===== config.mk =====
export PLATFORM = sky130hd
export DESIGN_NAME = boot_sequencer
export DESIGN_NICKNAME = d
export VERILOG_FILES = /design/src/rtl/boot_sequencer_pkg.sv /design/src/rtl/boot_checksum.sv /design/src/rtl/boot_sequencer.sv
export SDC_FILE = /design/constraint.sdc
export NUM_CORES = 1
export LEC_CHECK = 0
export CAP_MARGIN = 15
export CELL_PAD_IN_SITES_DETAIL_PLACEMENT = 1
export CELL_PAD_IN_SITES_GLOBAL_PLACEMENT = 2
export CORE_ASPECT_RATIO = 1.75
export CORE_MARGIN = 5
export CORE_UTILIZATION = 26
export DETAILED_ROUTE_END_ITERATION = 10
export PLACE_DENSITY = 0.87
export REMOVE_ABC_BUFFERS = 1
export SLEW_MARGIN = 10
export SYNTH_ARGS = -nofsm -noshare
export SYNTH_HDL_FRONTEND = slang
export SYNTH_HIERARCHICAL = 1
export SYNTH_SLANG_ARGS = --single-unit

===== constraint.sdc =====
create_clock -name i_clk -period 5.6 [get_ports i_clk]
set_clock_uncertainty 0.15 [all_clocks]
set_input_delay 0.56 -clock i_clk [delete_from_list [all_inputs] [get_ports i_clk]]
set_output_delay 0.56 -clock i_clk [all_outputs]
set_load 0.02 [all_outputs]

===== src/rtl/boot_sequencer_pkg.sv =====
// rtl/boot_sequencer_pkg.sv - state encodings, constants and address helper for boot_sequencer
package boot_sequencer_pkg;

  localparam int WORD_STRIDE = 4;
  localparam int CSUM_W      = 32;

  localparam logic [2:0] ST_IDLE   = 3'd0;
  localparam logic [2:0] ST_LOAD   = 3'd1;
  // One cycle after the final handshake while its write is still on the port.
  localparam logic [2:0] ST_DRAIN  = 3'd2;
  localparam logic [2:0] ST_VERIFY = 3'd3;
  localparam logic [2:0] ST_RUN    = 3'd4;
  localparam logic [2:0] ST_DONE   = 3'd5;
  localparam logic [2:0] ST_ERROR  = 3'd6;

  function automatic logic [31:0] word_addr(input logic [31:0] base, input logic [31:0] idx);
    return base + idx * 32'(WORD_STRIDE);
  endfunction

endpackage


===== src/rtl/boot_checksum.sv =====
// rtl/boot_checksum.sv - clearable 32-bit wrapping additive accumulator
module boot_checksum
  import boot_sequencer_pkg::*;
(
  input  logic              i_clk,
  input  logic              i_arst_n,
  input  logic              i_clear,
  input  logic              i_add_en,
  input  logic [CSUM_W-1:0] i_data,
  output logic [CSUM_W-1:0] o_sum
);

  logic [CSUM_W-1:0] r_sum;

  always_ff @(posedge i_clk or negedge i_arst_n) begin
    if (!i_arst_n) begin
      r_sum <= '0;
    end else if (i_clear) begin
      r_sum <= '0;
    end else if (i_add_en) begin
      r_sum <= r_sum + i_data;
    end
  end

  assign o_sum = r_sum;

endmodule


===== src/rtl/boot_sequencer.sv =====
// rtl/boot_sequencer.sv - streams a program into instruction memory, then runs the CPU for a bounded time
// Optional read-back checksum verify stage: define BOOT_SEQUENCER_VERIFY_EN.
module boot_sequencer
  import boot_sequencer_pkg::*;
#(
  parameter int          IMEM_WORDS = 128,
  parameter int          RUN_CYCLES = 1024,
  parameter logic [31:0] BASE_ADDR  = 32'd0
) (
  input  logic                              i_clk,
  input  logic                              i_arst_n,
  input  logic                              i_start,
  input  logic                              i_load_valid,
  input  logic [31:0]                       i_load_data,
  input  logic                              i_load_last,
  input  logic                              i_halt,
  input  logic [31:0]                       i_rdata_ext,
  output logic                              o_load_ready,
  output logic [31:0]                       o_addr_ext,
  output logic                              o_wen_ext,
  output logic                              o_ren_ext,
  output logic [31:0]                       o_wdata_ext,
  output logic                              o_cpu_enable,
  output logic                              o_busy,
  output logic                              o_done,
  output logic                              o_error,
  output logic [$clog2(IMEM_WORDS+1)-1:0]   o_words_loaded
);

  localparam int WL_W = $clog2(IMEM_WORDS + 1);
  localparam int RC_W = $clog2(RUN_CYCLES + 1);
  localparam logic [WL_W-1:0] WORDS_LAST = WL_W'(IMEM_WORDS - 1);
  localparam logic [RC_W-1:0] RUN_LAST   = RC_W'(RUN_CYCLES - 1);

  logic [2:0]      r_state;
  logic [2:0]      w_next;
  logic [31:0]     r_addr;
  logic [31:0]     r_wdata;
  logic            r_wen;
  logic            r_cpu_en;
  logic            r_busy;
  logic            r_done;
  logic            r_error;
  logic [WL_W-1:0] r_words;
  logic [RC_W-1:0] r_run_cnt;

  logic w_accept;
  logic w_run_end;
  logic w_enter_load;
  logic w_addr_restart;
  logic w_addr_step;
  logic w_verify_end;
  logic w_verify_ok;

  assign w_accept     = (r_state == ST_LOAD) && i_load_valid;
  assign w_run_end    = i_halt || (r_run_cnt == RUN_LAST);
  assign w_enter_load = (w_next == ST_LOAD) && (r_state != ST_LOAD);

`ifdef BOOT_SEQUENCER_VERIFY_EN
  localparam bit VERIFY_EN = 1'b1;

  logic              r_ren;
  logic              r_rd_pend;
  logic [WL_W-1:0]   r_rd_idx;
  logic              w_rd_more;
  logic [CSUM_W-1:0] w_load_sum;
  logic [CSUM_W-1:0] w_rb_sum;

  assign w_rd_more      = (r_rd_idx + 1'b1) != r_words;
  assign w_addr_restart = (r_state == ST_DRAIN);
  assign w_addr_step    = r_ren && w_rd_more;
  // Last read data arrives the cycle after the final read; fold it in combinationally.
  assign w_verify_end   = r_rd_pend && !r_ren;
  assign w_verify_ok    = (w_rb_sum + i_rdata_ext) == w_load_sum;

  boot_checksum u_load_sum (
    .i_clk    (i_clk),
    .i_arst_n (i_arst_n),
    .i_clear  (w_enter_load),
    .i_add_en (w_accept),
    .i_data   (i_load_data),
    .o_sum    (w_load_sum)
  );

  boot_checksum u_rb_sum (
    .i_clk    (i_clk),
    .i_arst_n (i_arst_n),
    .i_clear  (w_addr_restart),
    .i_add_en (r_rd_pend),
    .i_data   (i_rdata_ext),
    .o_sum    (w_rb_sum)
  );

  always_ff @(posedge i_clk or negedge i_arst_n) begin
    if (!i_arst_n) begin
      r_ren     <= 1'b0;
      r_rd_pend <= 1'b0;
      r_rd_idx  <= '0;
    end else begin
      r_rd_pend <= r_ren;
      if (r_state == ST_DRAIN) begin
        r_ren    <= 1'b1;
        r_rd_idx <= '0;
      end else if (r_ren) begin
        r_ren    <= w_rd_more;
        r_rd_idx <= r_rd_idx + 1'b1;
      end
    end
  end

  assign o_ren_ext = r_ren;
`else
  localparam bit VERIFY_EN = 1'b0;

  logic w_unused_rdata;
  assign w_unused_rdata = ^i_rdata_ext;
  assign w_addr_restart = 1'b0;
  assign w_addr_step    = 1'b0;
  assign w_verify_end   = 1'b0;
  assign w_verify_ok    = 1'b0;
  assign o_ren_ext      = 1'b0;
`endif

  always_comb begin
    w_next = r_state;
    case (r_state)
      ST_IDLE, ST_DONE: if (i_start) w_next = ST_LOAD;
      ST_LOAD: begin
        if (w_accept) begin
          if (i_load_last)              w_next = ST_DRAIN;
          else if (r_words == WORDS_LAST) w_next = ST_ERROR;
        end
      end
      ST_DRAIN:  w_next = VERIFY_EN ? ST_VERIFY : ST_RUN;
      ST_VERIFY: if (w_verify_end) w_next = w_verify_ok ? ST_RUN : ST_ERROR;
      ST_RUN:    if (w_run_end) w_next = ST_DONE;
      ST_ERROR:  w_next = ST_ERROR;
      default:   w_next = ST_IDLE;
    endcase
  end

  // Status outputs are registered from the next state so they line up with r_state.
  always_ff @(posedge i_clk or negedge i_arst_n) begin
    if (!i_arst_n) begin
      r_state   <= ST_IDLE;
      r_addr    <= '0;
      r_wdata   <= '0;
      r_wen     <= 1'b0;
      r_cpu_en  <= 1'b0;
      r_busy    <= 1'b0;
      r_done    <= 1'b0;
      r_error   <= 1'b0;
      r_words   <= '0;
      r_run_cnt <= '0;
    end else begin
      r_state  <= w_next;
      r_wen    <= w_accept;
      r_cpu_en <= (w_next == ST_RUN);
      r_done   <= (w_next == ST_DONE);
      r_error  <= (w_next == ST_ERROR);
      r_busy   <= !((w_next == ST_IDLE) || (w_next == ST_DONE) || (w_next == ST_ERROR));

      if (w_accept) begin
        r_wdata <= i_load_data;
        r_addr  <= word_addr(BASE_ADDR, 32'(r_words));
      end else if (w_addr_restart) begin
        r_addr  <= BASE_ADDR;
      end else if (w_addr_step) begin
        r_addr  <= r_addr + 32'(WORD_STRIDE);
      end

      if (w_enter_load)  r_words <= '0;
      else if (w_accept) r_words <= r_words + 1'b1;

      if (r_state == ST_RUN) r_run_cnt <= r_run_cnt + 1'b1;
      else                   r_run_cnt <= '0;
    end
  end

  assign o_load_ready   = (r_state == ST_LOAD);
  assign o_addr_ext     = r_addr;
  assign o_wen_ext      = r_wen;
  assign o_wdata_ext    = r_wdata;
  assign o_cpu_enable   = r_cpu_en;
  assign o_busy         = r_busy;
  assign o_done         = r_done;
  assign o_error        = r_error;
  assign o_words_loaded = r_words;

endmodule


==> results of run 1 <==
-- final cells by class --
class                      count  area share
sequential                    67       0.399
multi-input combinational    153       0.271
timing repair buffer          92       0.217
clock buffer                  10      0.0544
tap                          135      0.0402
clock inverter                 5      0.0131
inverter                       6     0.00536
-- worst max-delay path, delay by kind of cell --
kind | cells | cell delay (ps)
and+or+nand+nor | 4 | 1260
AOI/OAI and AO/OA | 1 | 370
buffers and inverters | 1 | 480
-- worst max-delay path by stage --
stage | startpoint | to | slack, ps
4_1_cts | i_load_valid | o_words_loaded[5] | 2910
2_1_floorplan | i_load_valid | o_busy | 3440
6_report | i_load_valid | o_words_loaded[5] | 2990
3_3_place_gp | i_load_valid | o_busy | 2640
5_1_grt | i_load_valid | o_words_loaded[5] | 2800
3_5_place_dp | i_load_valid | o_busy | 2600
-- placed cells by master, fill, tap and decap left out, drive strengths merged --
| cell type | count |
|---|---|
| conb | 25 |
| clkbuf | 10 |
| nand3 | 9 |
| o41ai | 1 |
| or3b | 1 |
| clkinv | 2 |
| nor3b | 1 |
| buf | 2 |
| o21bai | 1 |
| nand2b | 1 |
| xor2 | 6 |
| and4bb | 1 |
| o21ai | 1 |
| ha | 2 |
| and4b | 1 |
| a32oi | 1 |
| nor2 | 23 |
| mux2 | 41 |
| o21a | 2 |
| mux2i | 1 |
| clkdlybuf4s50 | 90 |
| inv | 6 |
| xnor2 | 11 |
| clkinvlp | 2 |
| nand2 | 8 |
| bufinv | 1 |
| o22ai | 1 |
| dfrtp | 67 |
| a22o | 1 |
| nand4 | 3 |
| nor3 | 4 |
| a31oi | 1 |
| and2 | 2 |
| and3 | 3 |
| o22a | 1 |
-- power by group --
group	internal, mW	switching (mW)
sequential	0.484	0
combinational	0.0230	0.0293
clock	0.340	0.199
-- sequential cells by signal, indices dropped and copies added, names as in the netlist --
| signal | flops |
|---|---|
| o_addr_ext | 8 |
| o_busy | 1 |
| o_cpu_enable | 1 |
| o_done | 1 |
| o_error | 1 |
| o_wdata_ext | 32 |
| o_wen_ext | 1 |
| o_words_loaded | 8 |
| r_run_cnt | 11 |
| r_state | 3 |
-- metrics by stage --
stage,setup WS [ps],instance area [sq um],cells,hold WS [ps]
after floorplan,3440,2840,226,114
after global placement,2640,3920,453,339
after detailed placement,2600,3920,453,345
after CTS,2910,4210,468,324
after global routing,2800,4210,468,371
final,2990,4210,468,289
-- per-layer routing --
layer | routed length [um] | vias up
li1 | - | 929
met1 | 2600 | 1021
met2 | 4050 | 74
met3 | 513 | 11
met4 | 159 | 0
met5 | 0 | -
-- cells by family (layout without fill, tap and decap cells) --
group,count (synthesis),after routing,synth area share
DFF,67,67,0.560
and+or+nand+nor,57,57,0.0999
muxes,42,42,0.158
buffers and inverters,39,113,0.0894
xor gates and xnor gates,17,17,0.0497
AOI/OAI and AO/OA,10,10,0.0339
adders and majority gates,2,2,0.00836
other,1,25,0.00125
==> flow_metrics.tcl, run 1 <==
set metrics [dict create \
    place.detailed.hpwl_um 5400 \
    reg2reg_slack_ps 3120 \
    data_arrival_time_of_the_critical_path_ps 2700 \
    num_ports 149 \
    antenna_found_initial 0 \
    groute.layer.met1.usage 0.110 \
    synth_edf_count 0 \
    crit_path_start_kind "input pin" \
    cp_slowest_stage_delay_ps 740 \
    power.density_nw_per_um2 256 \
    cpMaxStageDelayCell "sky130_fd_sc_hd__and4bb_4" \
    fraction_of_layout_cells_with_a_size_suffix_above_1 0.192 \
    library_cells_used_by_synthesis 35 \
    yosys.cell_count.top_type "sky130_fd_sc_hd__dfrtp_1" \
    n_fill_cell 1237 \
    synthDominantAreaCellType "sky130_fd_sc_hd__dfrtp_1" \
    synth_warnings 6 \
    crit_chain "clkdlybuf4s50_1, and4bb_4, nand3_2, a32oi_4, nor3_4, nor2_1" \
    setup.worst_path.end_class "flip-flop" \
    cts_setup_buffers 0 \
    timing.rr.end "o_words_loaded[5]" \
    drt_first_iter_violations 41 \
    detailroute.via_count 2035 \
    wire_per_inst_um 15.7 \
    path_clk_slew_ps 50 \
    syn-instance-count 235 \
    initial_core_util 0.261 \
    numCtsBuffers 9 \
    tns_ps 0 \
    leftover_overflow_at_the_end_of_global_routing 0 \
    grtUsageMet3 0.0346 \
    number_of_pins_exceeding_their_max_slew_limit_in_the_final_report 0 \
    post_drt_via_cell_ratio 4.35 \
    grtUsageMet2 0.200 \
    peak_supply_drop_v 0.000142 \
    timing.critical_path.required_ps 5690 \
    die_width_um 91.1 \
    timing.critical_path.fanout_max 49 \
    max-clock-path-buffers 2 \
    synth_top_area_share 0.560 \
    ys_seq_area_frac 0.560 \
    worstRegToRegCells 5 \
    detail_route.first_pass.iterations 4 \
    cts_repair_resize_count 0 \
    multi_input_comb_area_sq_um 1140 \
    clk_latency_ps 320 \
    ys_async_rst_share 1.00 \
    layout.core_utilization 0.367 \
    clk_root_buffer_cell "sky130_fd_sc_hd__clkbuf_16" \
    hold_viol_final 0 \
    grt_max_degree 68 \
    totalWireLength_um 7330 \
    clock_tree_from_tritoncts "built" \
    synth_common_cells "sky130_fd_sc_hd__dfrtp_1 (67), sky130_fd_sc_hd__mux2_2 (41), sky130_fd_sc_hd__buf_4 (30), sky130_fd_sc_hd__nor2_1 (23), sky130_fd_sc_hd__xnor2_1 (11)" \
    synth_seq_cells 67 \
    syn-cell-area_sq_um 2990 \
    place_congestion 0.723 \
    timing.rr.start "r_state[1]" \
    worst-setup-path-type "in2reg" \
    worst_slew_margin_rel 0.403 \
    worstHoldPathType "in2async" \
    fp.dieH_um 152 \
    rows 52 \
    insertedDiodeCount 0 \
    fp.dieArea_sq_um 13800 \
    synth.area.top_cells "sky130_fd_sc_hd__dfrtp_1 (56%), sky130_fd_sc_hd__mux2_2 (15%), sky130_fd_sc_hd__buf_4 (7.5%)" \
    report.final.setup_viol 0 \
    cts.sink_count 67 \
    grt_first_pass_wirelength_um 12100 \
    ctsHoldBuffers 0 \
    timing.max_cap.violations 0 \
    outcome "finished clean" \
    remaining_drcs 0 \
    timing_worst_slew_pin_value_ps 895 \
    htreeDepth 3 \
    seq_area_sq_um 1680 \
    synth_ff_type "sky130_fd_sc_hd__dfrtp_1" \
    unrepaired_setup_endpoints_after_global_routing "false" \
    p_total_mw 1.08 \
    core_area_sq_um 11500 \
    time_the_worst_path_needs_with_i_o_delays_and_setup_ps 2610 \
    fin_crit_sh 0.467 \
    synthToLayoutAreaGrowth_pct 40.5 \
    fin_nets 401 \
    via_count_of_the_first_global_routing_pass 2383 \
    reported_leakage_power_nw 1.91 \
    fmax_mhz 383 \
    gr_util_all_layers 0.110 \
    placement.io_buffers 91 \
    global_route.peak_usage_layer "met2" \
    ant_nets 0 \
    synth_area_per_cell_sq_um 12.7 \
]
No activity file was read; power rests on OpenSTA's default activity.
==> run 2: changes to the inputs <==
--- a/config.mk
+++ b/config.mk
@@ -10,9 +10,9 @@
 export CELL_PAD_IN_SITES_GLOBAL_PLACEMENT = 2
 export CORE_ASPECT_RATIO = 1.75
 export CORE_MARGIN = 5
-export CORE_UTILIZATION = 26
+export CORE_UTILIZATION = 24
 export DETAILED_ROUTE_END_ITERATION = 10
-export PLACE_DENSITY = 0.87
+export PLACE_DENSITY = 0.82
 export REMOVE_ABC_BUFFERS = 1
 export SLEW_MARGIN = 10
 export SYNTH_ARGS = -nofsm -noshare
==> constraint.sdc (replaced) <==
create_clock -name i_clk -period 2.6 [get_ports i_clk]
set_clock_uncertainty 0.15 [all_clocks]
set_input_delay 0.26 -clock i_clk [delete_from_list [all_inputs] [get_ports i_clk]]
set_output_delay 0.26 -clock i_clk [all_outputs]
set_load 0.02 [all_outputs]
==> run 2 against run 1 <==
Against the previous run:
- combinational power grew 120%
- sequential share of layout area decreased by 0.90 points
- hold slack improved by 36 ps
- final area is 2.3% higher
- largest power group unchanged
==> flow_metrics.tcl, run 2 (synthesis results as in run 1) <==
set metrics [dict create \
    outcome "finished clean" \
    tns_ps 0 \
    number_of_pins_exceeding_their_max_slew_limit_in_the_final_report 0 \
    htreeDepth 3 \
    rows 54 \
    fin_crit_sh 0.840 \
    placement.io_buffers 91 \
    place.detailed.hpwl_um 5730 \
    cts_repair_resize_count 0 \
    grt_first_pass_wirelength_um 11800 \
    worstRegToRegCells 6 \
    path_clk_slew_ps 50 \
    time_the_worst_path_needs_with_i_o_delays_and_setup_ps 2190 \
    worst_slew_margin_rel 0.600 \
    grt_max_degree 44 \
    timing.critical_path.required_ps 2190 \
    power.density_nw_per_um2 546 \
    crit_path_start_kind "flip-flop" \
    detail_route.first_pass.iterations 3 \
    layout_commonest_cell "sky130_fd_sc_hd__clkdlybuf4s50_1" \
    totalWireLength_um 7420 \
    clock_tree_from_tritoncts "built" \
    reported_leakage_power_nw 1.94 \
    hold_viol_final 0 \
    commonest_cells_after_routing_fill_and_taps_aside "sky130_fd_sc_hd__clkdlybuf4s50_1 (90), sky130_fd_sc_hd__dfrtp_1 (67), sky130_fd_sc_hd__mux2_2 (41)" \
    numCtsBuffers 9 \
    largest_register_ffs 32 \
    core_area_sq_um 12400 \
    unrepaired_setup_endpoints_after_global_routing "false" \
    cts.sink_count 67 \
    fraction_of_layout_cells_with_a_size_suffix_above_1 0.201 \
    insertedDiodeCount 0 \
    remaining_drcs 0 \
    n_fill_cell 1348 \
    place_congestion 0.699 \
    cp_slowest_stage_delay_ps 590 \
    setup.worst_path.end_class "primary output" \
    timing_worst_slew_pin_value_ps 600 \
    antenna_found_initial 0 \
    data_arrival_time_of_the_critical_path_ps 1780 \
    dp_cells 489 \
    crit_chain "nor2_1, and2_1, clkdlybuf4s50_1" \
    report.final.setup_viol 0 \
    fin_nets 405 \
    drt_first_iter_violations 17 \
    max-clock-path-buffers 2 \
    clk_latency_ps 320 \
    initial_core_util 0.242 \
    via_count_of_the_first_global_routing_pass 2329 \
    peak_supply_drop_v 0.000345 \
    timing.max_cap.violations 0 \
    cpMaxStageDelayCell "sky130_fd_sc_hd__clkdlybuf4s50_1" \
    fp.dieArea_sq_um 14900 \
    synthToLayoutAreaGrowth_pct 43.7 \
    die_width_um 94.4 \
    worst-setup-path-type "reg2out" \
    instances_no_fill 506 \
    num_ports 149 \
    fmax_mhz 458 \
    worstHoldPathType "in2async" \
    gr_util_all_layers 0.104 \
    wire_per_inst_um 14.7 \
    post_drt_via_cell_ratio 4.10 \
    fp.dieH_um 158 \
    ant_nets 0 \
    detailroute.via_count 2077 \
    leftover_overflow_at_the_end_of_global_routing 0 \
    clk_root_buffer_cell "sky130_fd_sc_hd__clkbuf_16" \
    timing.critical_path.fanout_max 9 \
]
run 2: cell count changes in the layout (fill, tap and decap cells not counted), sizes merged:
| cell | before | now |
|---|---|---|
| buf | 2 | 5 |
| clkbuf | 10 | 11 |
| clkinv | 2 | 3 |
| clkinvlp | 2 | 1 |
| dlygate4sd3 | 0 | 1 |
run 2: area by class of cell:
| class | instances | area [sq um] | area share |
|---|---|---|---|
| Sequential cell | 67 | 1680 | 0.390 |
| Multi-Input combinational cell | 153 | 1140 | 0.265 |
| Timing Repair Buffer | 96 | 958 | 0.223 |
| Clock buffer | 11 | 243 | 0.0564 |
| Tap cell | 168 | 210 | 0.0489 |
| Clock inverter | 5 | 52.6 | 0.0122 |
| Inverter | 6 | 22.5 | 0.00523 |
run 2: per-layer routing:
metal / track usage / share of wire
met1: 0.106 / 0.36
met2: 0.189 / 0.55
met3: 0.0342 / 0.064
met4: 0.0510 / 0.025
met5: 0 / 0
run 2: worst paths after layout:
check                              from                end  slack [ps]
setup / recovery             r_state[1]       o_load_ready         410
hold / removal                 i_arst_n    o_wdata_ext[31]         320
setup reg to reg           r_run_cnt[0]  o_words_loaded[5]         470
hold reg to reg            r_run_cnt[0]       r_run_cnt[0]         340
max in group asynchronous      i_arst_n       r_run_cnt[9]        1330
min in group i_clk         r_run_cnt[0]       r_run_cnt[0]         340
run 2: where the power goes:
part / internal (mW) / switching (mW) / leakage (nW)
Sequential: 1.04 / 0 / 0.910
Combinational: 0.0525 / 0.0632 / 0.889
Clock: 0.763 / 0.430 / 0.145
run 2: what timing repair did:
| action | CTS | global route |
|---|---|---|
| endpoints found under the hold margin | 24 | 0 |
| hold buffers | 1 | 0 |
| setup buffers | 0 | 0 |
run 2: per-stage QoR:
stage | cell area, sq um | power (mW) | setup slack [ps] | hold slack [ps] | util
after floorplan | 2840 | 1.10 | 443 | -186 | -
after global placement | 4000 | 1.18 | 502 | 146 | 0.323
after detailed placement | 4000 | 1.18 | 433 | 153 | 0.323
after CTS | 4300 | 2.40 | 398 | 331 | 0.348
after global routing | 4300 | 2.46 | 319 | 366 | 0.348
final | 4300 | 2.35 | 415 | 325 | 0.348
run 2: worst max-delay path, delay by kind of cell, from the launching register on:
family | cells | cell delay (ps)
buf+inv | 1 | 590
flops | 1 | 490
simple gates | 2 | 370
==> run 3: changes to the inputs <==
==> constraint.sdc (replaced) <==
create_clock -name i_clk -period 2.1 [get_ports i_clk]
set_clock_uncertainty 0.15 [all_clocks]
set_input_delay 0.21 -clock i_clk [delete_from_list [all_inputs] [get_ports i_clk]]
set_output_delay 0.21 -clock i_clk [all_outputs]
set_load 0.02 [all_outputs]
==> run 3 against run 2 <==
Against the previous run:
- sequential share of layout area is 0.90 points lower
- first-iteration DRC count grew 88%
- sequential power rose by 24%
- clock-buffer cell count is 1 higher
- critical path depth increased by 4
- clock power up 18%
- critical endpoint is now o_words_loaded[2]
==> flow_metrics.tcl, run 3 (synthesis results as in run 1) <==
set metrics [dict create \
    outcome "finished clean" \
    post_drt_via_cell_ratio 4.06 \
    ant_nets 0 \
    detailroute.wirelength.met2_um 4410 \
    number_of_pins_exceeding_their_max_slew_limit_in_the_final_report 0 \
    timing.max_cap.violations 0 \
    antenna_found_initial 0 \
    cts_setup_buffers 0 \
    fin_nets 417 \
    time_the_worst_path_needs_with_i_o_delays_and_setup_ps 1980 \
    initial_core_util 0.242 \
    synthToLayoutAreaGrowth_pct 47.1 \
    detail_route.first_pass.iterations 4 \
    wl_met1_um 2590 \
    fp.dieArea_sq_um 14900 \
    clock_tree_from_tritoncts "built" \
    worstHoldPathType "in2async" \
    detailedPlace.worstSlack_ps -44.9 \
    fp.dieH_um 158 \
    wire_per_inst_um 14.8 \
    commonest_cells_after_routing_fill_and_taps_aside "sky130_fd_sc_hd__clkdlybuf4s50_1 (89), sky130_fd_sc_hd__dfrtp_1 (67), sky130_fd_sc_hd__mux2_2 (41)" \
    htreeDepth 3 \
    max-clock-path-buffers 2 \
    report.final.setup_viol 0 \
    final_area_sq_um 4400 \
    remaining_drcs 0 \
    drt_first_iter_violations 32 \
    cts.sink_count 67 \
    instances_no_fill 518 \
    clk_root_buffer_cell "sky130_fd_sc_hd__clkbuf_16" \
    path_clk_slew_ps 60 \
    grt_max_degree 68 \
    dp_cells 501 \
    totalWireLength_um 7690 \
    num_ports 149 \
    layout.core_utilization 0.356 \
    route.top_layer_used "met4" \
    postLayoutSetupSlackWorst_ps 122 \
    worst-setup-path-type "reg2reg" \
    reg2reg_slack_ps 120 \
    insertedDiodeCount 0 \
    setup.worst_path.end_class "flip-flop" \
    numCtsBuffers 9 \
    met3WireLength_um 576 \
    grt_first_pass_wirelength_um 12600 \
    fraction_of_layout_cells_with_a_size_suffix_above_1 0.231 \
    die_width_um 94.4 \
    clk_latency_ps 320 \
    data_arrival_time_of_the_critical_path_ps 2040 \
    detailroute.via_count 2103 \
    gr_util_all_layers 0.109 \
    fmax_mhz 505 \
    power.density_nw_per_um2 644 \
    timing.critical_path.fanout_max 8 \
    tns_ps 0 \
    fin_crit_sh 0.942 \
    unrepaired_setup_endpoints_after_global_routing "false" \
    place_congestion 0.702 \
    rows 54 \
    placement.io_buffers 91 \
    largest_register_ffs 32 \
    core_area_sq_um 12400 \
    crit_path_start_kind "flip-flop" \
    reported_leakage_power_nw 2.01 \
    hold_viol_final 0 \
    leftover_overflow_at_the_end_of_global_routing 0 \
    detailed_place.area_sq_um 4100 \
    timing.critical_path.required_ps 2160 \
    via_count_of_the_first_global_routing_pass 2457 \
    place.detailed.hpwl_um 5810 \
    peak_supply_drop_v 0.000435 \
    n_fill_cell 1356 \
    layout_commonest_cell "sky130_fd_sc_hd__clkdlybuf4s50_1" \
]
==> run 3: where the power goes <==
| part | leakage, nW | switching (mW) | internal, mW |
|---|---|---|---|
| Combinational | 0.970 | 0.0789 | 0.0661 |
| Sequential | 0.910 | 0 | 1.29 |
| Clock | 0.135 | 0.542 | 0.859 |
==> run 3: layout make-up <==
cell class	count	area, sq um	area share
clock buffers	12	256	0.0582
clock inverters	4	25.0	0.00568
inverters	6	22.5	0.00511
multi-input cells	153	1150	0.262
flip-flops and latches	67	1680	0.381
well taps	168	210	0.0477
repair buffers	108	1060	0.241
==> run 3: final timing paths <==
check | startpoint | to | cells past startpoint
setup / recovery | r_run_cnt[1] | o_words_loaded[2] | 7
hold / removal | i_arst_n | o_wdata_ext[8] | 3
setup reg to reg | r_run_cnt[1] | o_words_loaded[2] | 7
hold reg to reg | o_wdata_ext[20] | o_wdata_ext[20] | 1
max in group asynchronous | i_arst_n | r_run_cnt[9] | 3
min in group i_clk | i_load_data[24] | o_wdata_ext[24] | 2
==> run 3: metrics by stage <==
stage,hold WS [ps],power [mW]
after floorplan,-236,1.36
after global placement,112,1.46
after detailed placement,118,1.46
after CTS,294,2.90
after global routing,335,2.97
final,291,2.84
==> run 3: per-layer routing <==
| layer | global-route usage | vias to the layer above |
|---|---|---|
| met1 | 0.109 | 1064 |
| met2 | 0.203 | 71 |
| met5 | 0 | - |
| met3 | 0.0399 | 7 |
| li1 | - | 961 |
| met4 | 0.0420 | 0 |
==> run 3: timing repair <==
action | in CTS | in global routing
hold buffers | 1 | 0
cloned | 0 | 0
resized for setup | 1 | 2
endpoints found under the setup margin | 1 | 8
hold endpoints to repair | 67 | 0
==> run 3: worst max-delay path, cell delays in order, from the launching register on <==
cell and delay (ps):
sky130_fd_sc_hd__dfrtp_1 380, sky130_fd_sc_hd__ha_2 220, sky130_fd_sc_hd__nand3_1 140, sky130_fd_sc_hd__o41ai_4 400, sky130_fd_sc_hd__a32oi_4 120, sky130_fd_sc_hd__nor3_4 250
sky130_fd_sc_hd__buf_12 150, sky130_fd_sc_hd__nor2_1 50
